===== src/rtl/lsu_ctrl.sv =====
// lsu_ctrl -- load/store unit controller for the MEM stage.
//
// Accepts one load or store from the pipeline, checks alignment, runs a
// single data-bus transaction (bus_req held until bus_ack or timeout) and
// returns the extended load result with a one-cycle rdata_valid pulse.
//
// Ports
//   clk, reset        clock (rising edge), asynchronous active-low reset
//   req_valid         MEM-stage instruction is a load or store
//   req_we            1 = store, 0 = load
//   req_swhb          access size: 01 word, 10 half, 11 byte, 00 none
//   req_unsigned      1 = zero-extend load result
//   req_addr          byte address
//   req_wdata         store data, right-justified
//   stall             hold the pipeline while the access is in flight
//   rdata_valid       one-cycle pulse, rdata valid
//   rdata             extended load result (0 for stores / timeouts)
//   misalign          one-cycle pulse, misaligned request rejected
//   bus_err           one-cycle pulse with rdata_valid, access timed out
//   bus_req, bus_we   data-bus request and write strobe
//   bus_addr          word-aligned address
//   bus_be            byte enables
//   bus_wdata         lane-replicated store data
//   bus_ack           bus completion
//   bus_rdata         read word, valid with bus_ack
//   state_dbg         current FSM state (00 IDLE, 01 BUSY, 10 DONE)
//
// Handshake: the bus side is a request/acknowledge pair. bus_req is held
// high with all bus_* fields stable for every BUSY cycle; the transfer
// completes in the cycle where bus_req=1 and bus_ack=1 are sampled on the
// same rising edge. bus_ack while bus_req=0 has no effect.
module lsu_ctrl #(
  parameter int XLEN    = 32,
  parameter int TIMEOUT = 255
) (
  input  logic            clk,
  input  logic            reset,
  input  logic            req_valid,
  input  logic            req_we,
  input  logic [1:0]      req_swhb,
  input  logic            req_unsigned,
  input  logic [XLEN-1:0] req_addr,
  input  logic [XLEN-1:0] req_wdata,
  output logic            stall,
  output logic            rdata_valid,
  output logic [XLEN-1:0] rdata,
  output logic            misalign,
  output logic            bus_err,
  output logic            bus_req,
  output logic            bus_we,
  output logic [XLEN-1:0] bus_addr,
  output logic [3:0]      bus_be,
  output logic [XLEN-1:0] bus_wdata,
  input  logic            bus_ack,
  input  logic [XLEN-1:0] bus_rdata,
  output logic [1:0]      state_dbg
);

  localparam logic [1:0] S_IDLE = 2'd0;
  localparam logic [1:0] S_BUSY = 2'd1;
  localparam logic [1:0] S_DONE = 2'd2;

  localparam logic [1:0] SZ_NONE = 2'b00;
  localparam logic [1:0] SZ_WORD = 2'b01;
  localparam logic [1:0] SZ_HALF = 2'b10;
  localparam logic [1:0] SZ_BYTE = 2'b11;

  // Last counter value that still allows another BUSY cycle.
  localparam logic [7:0] TIMEOUT_LAST = 8'(TIMEOUT - 1);

  logic [1:0]      state;
  logic [7:0]      cnt;
  logic            l_we;
  logic [1:0]      l_swhb;
  logic            l_unsigned;
  logic [XLEN-1:0] l_addr;
  logic [XLEN-1:0] l_wdata;
  logic [XLEN-1:0] rdata_q;
  logic            err_q;

  logic            req_live;
  logic            req_mis;
  logic            accept;
  logic            busy;
  logic [3:0]      be_c;
  logic [XLEN-1:0] wdata_c;
  logic [XLEN-1:0] shifted;
  logic [XLEN-1:0] load_c;

  // Request decode. Gating with reset keeps every combinational output
  // low while the block is held in reset.
  assign req_mis  = ((req_swhb == SZ_HALF) && req_addr[0]) ||
                    ((req_swhb == SZ_WORD) && (req_addr[1:0] != 2'b00));
  assign req_live = reset && (state == S_IDLE) && req_valid &&
                    (req_swhb != SZ_NONE);
  assign accept   = req_live && !req_mis;
  assign misalign = req_live && req_mis;
  assign busy     = reset && (state == S_BUSY);

  assign stall       = accept || busy;
  assign rdata_valid = reset && (state == S_DONE);
  assign bus_err     = rdata_valid && err_q;
  assign rdata       = rdata_q;
  assign state_dbg   = state;

  // Byte enables and lane replication from the latched request.
  always_comb begin
    be_c    = 4'b0000;
    wdata_c = l_wdata;
    case (l_swhb)
      SZ_WORD: begin
        be_c    = 4'b1111;
        wdata_c = l_wdata;
      end
      SZ_HALF: begin
        be_c    = l_addr[1] ? 4'b1100 : 4'b0011;
        wdata_c = {(XLEN/16){l_wdata[15:0]}};
      end
      SZ_BYTE: begin
        be_c    = 4'b0001 << l_addr[1:0];
        wdata_c = {(XLEN/8){l_wdata[7:0]}};
      end
      default: begin
        be_c    = 4'b0000;
        wdata_c = l_wdata;
      end
    endcase
  end

  assign bus_req   = busy;
  assign bus_we    = busy && l_we;
  assign bus_addr  = busy ? {l_addr[XLEN-1:2], 2'b00} : '0;
  assign bus_be    = busy ? be_c : 4'b0000;
  assign bus_wdata = busy ? wdata_c : '0;

  // Load extraction: move the addressed lane down to bit 0, then extend.
  assign shifted = bus_rdata >> {l_addr[1:0], 3'b000};

  always_comb begin
    load_c = shifted;
    case (l_swhb)
      SZ_HALF: load_c = l_unsigned ? {{(XLEN-16){1'b0}}, shifted[15:0]}
                                   : {{(XLEN-16){shifted[15]}}, shifted[15:0]};
      SZ_BYTE: load_c = l_unsigned ? {{(XLEN-8){1'b0}}, shifted[7:0]}
                                   : {{(XLEN-8){shifted[7]}}, shifted[7:0]};
      default: load_c = shifted;
    endcase
  end

  always_ff @(posedge clk or negedge reset) begin
    if (!reset) begin
      state      <= S_IDLE;
      cnt        <= 8'd0;
      l_we       <= 1'b0;
      l_swhb     <= SZ_NONE;
      l_unsigned <= 1'b0;
      l_addr     <= '0;
      l_wdata    <= '0;
      rdata_q    <= '0;
      err_q      <= 1'b0;
    end else begin
      case (state)
        S_IDLE: begin
          err_q <= 1'b0;
          if (accept) begin
            l_we       <= req_we;
            l_swhb     <= req_swhb;
            l_unsigned <= req_unsigned;
            l_addr     <= req_addr;
            l_wdata    <= req_wdata;
            cnt        <= 8'd0;
            state      <= S_BUSY;
          end
        end
        S_BUSY: begin
          // Ack is checked first so a coincident timeout never flags an error.
          if (bus_ack) begin
            rdata_q <= l_we ? '0 : load_c;
            err_q   <= 1'b0;
            state   <= S_DONE;
          end else if (cnt == TIMEOUT_LAST) begin
            cnt     <= cnt + 8'd1;
            rdata_q <= '0;
            err_q   <= 1'b1;
            state   <= S_DONE;
          end else begin
            cnt <= cnt + 8'd1;
          end
        end
        S_DONE: begin
          state <= S_IDLE;
        end
        default: begin
          state <= S_IDLE;
        end
      endcase
    end
  end

endmodule


===== config.mk =====
export PLATFORM = sky130hd
export DESIGN_NAME = lsu_ctrl
export DESIGN_NICKNAME = d
export VERILOG_FILES = /design/src/rtl/lsu_ctrl.sv
export SDC_FILE = /design/constraint.sdc
export NUM_CORES = 1
export LEC_CHECK = 0
export BUFFER_PORTS_ARGS = -buffer_cell sky130_fd_sc_hd__buf_2
export CAP_MARGIN = 20
export CORE_ASPECT_RATIO = 1.2
export CORE_MARGIN = 2
export CORE_UTILIZATION = 45
export DETAILED_ROUTE_END_ITERATION = 8
export PLACE_DENSITY = 0.79
export SKIP_LAST_GASP = 1
export SYNTH_ARGS = -nofsm -noshare
export SYNTH_HDL_FRONTEND = slang
export SYNTH_SLANG_ARGS = --single-unit
export TNS_END_PERCENT = 10

===== constraint.sdc =====
create_clock -name clk -period 1.9 [get_ports clk]
set_clock_uncertainty 0.2 [all_clocks]
set_input_delay 0.19 -clock clk [delete_from_list [all_inputs] [get_ports clk]]
set_output_delay 0.19 -clock clk [all_outputs]
set_load 0.1 [all_outputs]

==> impl_metrics.py, run 1 <==
metrics = {
    "run_status": {
        "status": "complete, but fails checks",
        "violations": "negative hold slack, negative setup slack",
    },
    "global_route": {
        "grt-ovfl-total": 0,
        "grt_pass1_wl_um": 33600,
        "grtUsageTotal_pct": 32.0,
        "antenna_found_initial": 1,
        "grt_max_degree": 91,
        "first_global_vias": 6136,
    },
    "power_and_ir_drop": {
        "p_clk_share_pct": 16.6,
        "p_leak_nw": 4.55,
        "p_comb_share_pct": 53.2,
        "swShare_pct": 50.3,
        "power.density_nw_per_um2": 1270,
        "power_switching_mw": 6.22,
        "ir_drop_mv": 1.14,
        "intPower_mw": 6.16,
        "power_frac_seq_pct": 30.1,
    },
    "sta": {
        "fmax_mhz": 438,
        "fin_ws_ns": -0.386,
        "tightest_slew_ns": 0.889,
        "hold_violations": 79,
        "max_slew_margin_pct": 40.5,
        "timing.final.max_slew_violations": 0,
        "min_period_over_period_pct": 120,
        "tns_ns": -40.26,
        "setup_viol": 159,
        "hold_slack_ns": -0.574,
        "min_period_ns": 2.29,
        "rsz0062_at_grt": "yes",
    },
    "synth": {
        "synth_area_per_cell_sq_um": 11.3,
        "syn_inst": 508,
        "yosysWarnings": 0,
        "ys_seq_area_share_pct": 48.4,
        "synth_seq_cells": 111,
        "synth_cell_types": 48,
        "synth_ff_type": "dfrtp_1",
        "netlist_area_sq_um": 5730,
        "synth_edf_count": 0,
        "async_flop_share_pct": 100,
    },
    "clocking": {
        "cts_tree": "yes",
        "cts-root-buf": "clkbuf_16",
        "worst_skew_pair.late_latency_ns": 0.35,
        "hold_buffers": 78,
        "cts_sinks": 111,
        "cts_inserted_buffers": 9,
        "clkTransAtPathRegs_ns": 0.08,
        "h-tree-depth": 3,
        "clk_path_buf_depth": 2,
    },
    "final_layout": {
        "final_util_pct": 77.8,
        "drive_gt1_share_pct": 42.7,
        "fillers": 638,
        "fin_nets": 914,
        "area_delta_synth_final_pct": 70.3,
    },
    "die": {
        "die-area_sq_um": 13700,
        "dieWidth_um": 107,
        "core_area_sq_um": 12600,
        "io_pins": 212,
        "start_util_pct": 45.7,
        "die_y_um": 128,
        "rows": 45,
    },
    "drt": {
        "vias_per_cell": 5.70,
        "drtPass1Iterations": 5,
        "wirelength_um": 21700,
        "drc": 0,
        "ant_nets": 0,
        "drtIter0Drc": 423,
        "wl_per_cell_um": 22.2,
        "via_count": 5573,
    },
    "critical_path": {
        "critPathKind": "reg -> out",
        "crit_path_end_kind": "output port",
        "worstPathCellList": "and2b_4 -> nand2_8 -> buf_4 -> a211oi_4 -> buf_12",
        "cp_slowest_cell": "dfrtp_4",
        "cp.arrival_ns": 1.90,
        "crit_fanout": 8,
        "crit_required_ns": 1.51,
        "cp-start-kind": "register",
        "critPathMaxStageDelay_ns": 0.49,
    },
    "worst_hold_path": {
        "hold_class": "in -> async",
    },
    "run": {
        "cap_violations": 0,
    },
    "placement": {
        "dp_hpwl_um": 13100,
        "io_buffer_count": 209,
        "place.gp.congestion": 0.884,
    },
}
-- sequential cells by signal, indices dropped and copies added, names as in the netlist --
signal and count:
l_unsigned 1, l_swhb 2, l_addr 32, l_we 1, state_dbg 2, l_wdata 32
err_q 1, cnt 8, rdata 32
-- cell usage in the layout, fill, tap and decap left out, drive strengths merged, types with 4 or more instances in the layout --
master / count
dlygate4sd3: 78
a221o: 8
nand2b: 5
buf: 254
nor2: 36
a32o: 7
xor2: 4
a211o: 15
nor2b: 8
mux2: 69
mux2i: 33
o21ai: 15
nand2: 34
o2bb2ai: 8
a21oi: 20
nand3b: 8
and3: 41
dfrtp: 111
a211oi: 8
clkbuf: 12
-- cell type report --
cell class	count	area [sq um]	area share (%)
Tap cell	164	205	2.10
Inverter	4	18.8	0.192
Sequential cell	111	2790	28.5
Multi-Input combinational cell	350	3070	31.4
Clock buffer	12	267	2.73
Timing Repair Buffer	332	3360	34.4
Clock inverter	4	52.6	0.538
Antenna cell	1	2.50	0.0256
-- metrics by stage --
stage	area, sq um	cells	hold WS (ns)	power (mW)	worst slack (ns)
CTS	9670	971	-0.582	12.1	-0.352
detailed placement	8560	876	-0.207	10.0	-0.0772
finish	9770	978	-0.574	12.4	-0.386
global route	9770	978	-0.583	12.8	-0.423
global placement	8560	876	-0.205	9.77	-0.0272
floorplan	6120	509	-0.306	8.42	-0.694
-- worst max-delay path, delay by kind of cell (launching register included) --
kind	cells	cell delay, ns
buffers and inverters	2	0.40
AO/OA/AOI/OAI	1	0.22
AND/OR/NAND/NOR	2	0.44
flip-flops	1	0.49
-- per-layer routing --
layer | wire length (um) | global-route usage, % | vias to the layer above
met5 | 0 | 0 | -
met4 | 1060 | 16.3 | 0
met3 | 1570 | 7.83 | 77
met2 | 11300 | 56.9 | 305
met1 | 7790 | 35.1 | 2768
li1 | - | - | 2423
-- path summary, 6_finish.rpt --
kind,depth (start not counted),start,to,slack (ns)
max,5,state_dbg[1],bus_wdata[29],-0.39
min,1,reset,state_dbg[0],-0.57
max reg2reg,6,state_dbg[1],l_wdata[0],-0.30
min reg2reg,1,rdata[15],rdata[15],0.29
max in group asynchronous,3,reset,state_dbg[1],0.24
min in group clk,4,bus_rdata[19],rdata[19],0.04
-- logic make-up after synthesis --
logic type | share of synthesized area (%)
simple gates | 14.3
flops | 48.4
mux | 19.7
compound gates | 11.1
buf+inv | 4.89
xor+xnor | 1.07
fa+ha+maj | 0.436
other cells | 0.0654
-- repair_timing --
action | 4_1_cts | 5_1_grt
setup buffers | 1 | 6
endpoints found under the hold margin | 187 | 79
pin swaps | 0 | 2
gates resized for setup | 3 | 11
endpoints found under the setup margin | 155 | 163
-- Yosys cell counts (2+ instances only) --
library cell	n	area [sq um]
o21ai_0	13	65.1
a21oi_1	19	95.1
clkbuf_1	18	67.6
xnor2_1	3	26.3
o2bb2ai_1	8	70.1
buf_4	3	22.5
nor3_1	2	10.0
buf_1	2	7.51
nand3_1	2	10.0
buf_6	10	113
nand2_1	34	128
inv_1	4	15.0
nor2_1	35	131
and3_1	41	257
nand2b_1	5	31.3
o22ai_1	3	18.8
dfrtp_1	111	2780
mux2i_1	33	330
mux2_1	54	608
nor2b_1	8	50.1
a32o_1	7	70.1
buf_2	11	55.1
a211oi_1	8	60.1
ha_1	2	25.0
a211o_1	15	131
xor2_1	4	35.0
nand4_1	3	18.8
mux2_2	15	169
nand3b_1	8	60.1
and2_1	2	12.5
a221o_1	8	80.1
-- power groups by stage --
stage	combinational [mW]	clock, mW	sequential [mW]
detailed placement	6.31	0	3.69
global placement	6.16	0	3.61
CTS	6.46	2.02	3.65
global route	6.83	2.17	3.80
floorplan	2.70	0	5.72
finish	6.59	2.06	3.73
No activity file was read; power rests on OpenSTA's default activity.
==> run 2: changes to the inputs <==
--- a/config.mk
+++ b/config.mk
@@ -9,9 +9,9 @@
 export CAP_MARGIN = 20
 export CORE_ASPECT_RATIO = 1.2
 export CORE_MARGIN = 2
-export CORE_UTILIZATION = 45
+export CORE_UTILIZATION = 54
 export DETAILED_ROUTE_END_ITERATION = 8
-export PLACE_DENSITY = 0.79
+export PLACE_DENSITY = 0.88
 export SKIP_LAST_GASP = 1
 export SYNTH_ARGS = -nofsm -noshare
 export SYNTH_HDL_FRONTEND = slang
==> constraint.sdc (replaced) <==
create_clock -name clk -period 2.89 [get_ports clk]
set_clock_uncertainty 0.2 [all_clocks]
set_input_delay 0.289 -clock clk [delete_from_list [all_inputs] [get_ports clk]]
set_output_delay 0.289 -clock clk [all_outputs]
set_load 0.1 [all_outputs]
==> run 2 against run 1 <==
The run now ends clean. Clock power decreased by 41%. Die area decreased by 16%. Core utilization increased by 2.7 points. Combinational power decreased by 40%. Routed wire length decreased by 2.6%. Register-to-register slack improved by 0.95 ns. Worst hold slack improved by 0.59 ns. Non-clock buffer count decreased by 45. Sequential power decreased by 33%. Sequential share of layout area increased by 4.7 points. Via count decreased by 1.8%. First-iteration DRC count increased by 6.4%.
==> impl_metrics.py, run 2 (synthesized netlist as in run 1, its figures left out) <==
metrics = {
    "run_status": {
        "status": "completed",
    },
    "clocking": {
        "postCtsSetupBuffers": 0,
        "cts_sinks": 111,
        "cts-root-buf": "clkbuf_16",
        "clk_path_buf_depth": 2,
        "worst_skew_pair.late_latency_ns": 0.35,
        "h-tree-depth": 3,
        "clkTransAtPathRegs_ns": 0.07,
        "cts_inserted_buffers": 9,
        "cts_tree": "yes",
    },
    "placement": {
        "dp_hpwl_um": 11800,
        "io_buffer_count": 209,
        "place.gp.congestion": 0.891,
    },
    "global_route": {
        "first_global_vias": 5754,
        "grt-ovfl-total": 0,
        "grtUsageTotal_pct": 36.9,
        "grt_max_degree": 83,
        "antenna_found_initial": 1,
        "grt_pass1_wl_um": 32400,
    },
    "critical_path": {
        "crit_path_end_kind": "output port",
        "rrSetupSlack_ns": 0.65,
        "crit_required_ns": 2.40,
        "critPathKind": "in -> out",
        "cp.arrival_ns": 2.32,
        "cp-start-kind": "input pin",
        "crit_fanout": 26,
    },
    "sta": {
        "min_period_over_period_pct": 97.1,
        "hold_violations": 0,
        "max_slew_margin_pct": 47.9,
        "timing.final.max_slew_violations": 0,
        "setup_viol": 0,
        "rsz0062_at_grt": "no",
        "tns_ns": 0,
        "hold_slack_ns": 0.0186,
        "fmax_mhz": 356,
        "min_period_ns": 2.81,
        "tightest_slew_ns": 0.779,
    },
    "die": {
        "die_y_um": 117,
        "start_util_pct": 55.1,
        "core_area_sq_um": 10400,
        "dieWidth_um": 98.1,
        "die-area_sq_um": 11500,
        "rows": 41,
        "io_pins": 212,
    },
    "drt": {
        "drtIter0Drc": 450,
        "drc": 0,
        "wl_per_cell_um": 23.6,
        "via_count": 5473,
        "wirelength_um": 21200,
        "ant_nets": 0,
        "drtPass1Iterations": 5,
        "vias_per_cell": 6.10,
    },
    "run": {
        "cap_violations": 0,
    },
    "final_layout": {
        "final_util_pct": 80.5,
        "fin_nets": 869,
        "area_delta_synth_final_pct": 46.1,
        "final_common_cell": "buf_2",
        "final_cell_mix": "176 x buf_2, 108 x dfrtp_1, 65 x dlygate4sd3_1",
        "n_antenna_cell": 0,
        "drive_gt1_share_pct": 37.1,
    },
    "worst_hold_path": {
        "hold_class": "in -> reg",
    },
    "power_and_ir_drop": {
        "power.density_nw_per_um2": 916,
        "p_leak_nw": 4.17,
        "ir_drop_mv": 0.564,
    },
}
==> run 2: cell types whose count changed in the layout (fill, tap and decap cells not counted), moves of 11 or more <==
cell and delta:
buf_4 -22, dlygate4sd3_1 -13, and3_2 -11, buf_12 -46
and3_1 +13, buf_2 +40
==> run 2: worst paths after layout <==
check / cells after the start / endpoint / from
worst max-delay path: 8 / bus_be[3] / reset
worst min register to register: 1 / l_addr[10] / l_addr[10]
worst max register to register: 4 / rdata[30] / state_dbg[1]
max in group asynchronous: 4 / rdata[21] / reset
worst min-delay path: 2 / l_wdata[15] / req_wdata[15]
min in group asynchronous: 2 / cnt[6] / reset
==> run 2: per-layer routing <==
metal,GRT usage [%],wire (um),vias to the layer above
met3,8.37,1840,95
met4,20.2,1100,0
met1,43.2,7620,2648
li1,-,-,2337
met2,63.6,10600,393
met5,0,0,-
==> run 2: what timing repair did <==
| action | CTS | global route |
|---|---|---|
| hold buffers | 65 | 0 |
| resized for setup | 0 | 0 |
| endpoints found under the hold margin | 145 | 0 |
==> run 2: where the power goes <==
part	total, mW	internal, mW	switching (mW)
Clock	1.21	0.615	0.600
Combinational	3.95	1.02	2.93
Sequential	2.51	2.05	0.456
Total	7.67	3.68	3.99
==> run 2: cell type report <==
class / instances / area (sq um)
well taps: 129 / 161
flip-flops and latches: 111 / 2790
multi-input cells: 350 / 2830
clock buffers: 12 / 246
clock inverters: 4 / 30.0
fillers: 542 / 2040
inverters: 4 / 18.8
repair buffers: 287 / 2300
==> run 2: worst max-delay path, cell delays in order <==
cell and delay (ns):
dlygate4sd3_1 0.55, buf_4 0.21, nand2_1 0.08, buf_4 0.40, clkinvlp_4 0.25, o21ai_2 0.24, a21oi_4 0.07, buf_12 0.19
==> run 2: through the flow <==
stage | instance area (sq um) | setup WS, ns | power, mW | std cells
5_1_grt | 8380 | 0.0563 | 7.91 | 897
3_3_place_gp | 7450 | 0.601 | 6.12 | 816
2_1_floorplan | 5890 | -0.287 | 5.41 | 509
4_1_cts | 8380 | 0.117 | 7.48 | 897
3_5_place_dp | 7450 | 0.554 | 6.23 | 816
6_report | 8380 | 0.0846 | 7.67 | 897
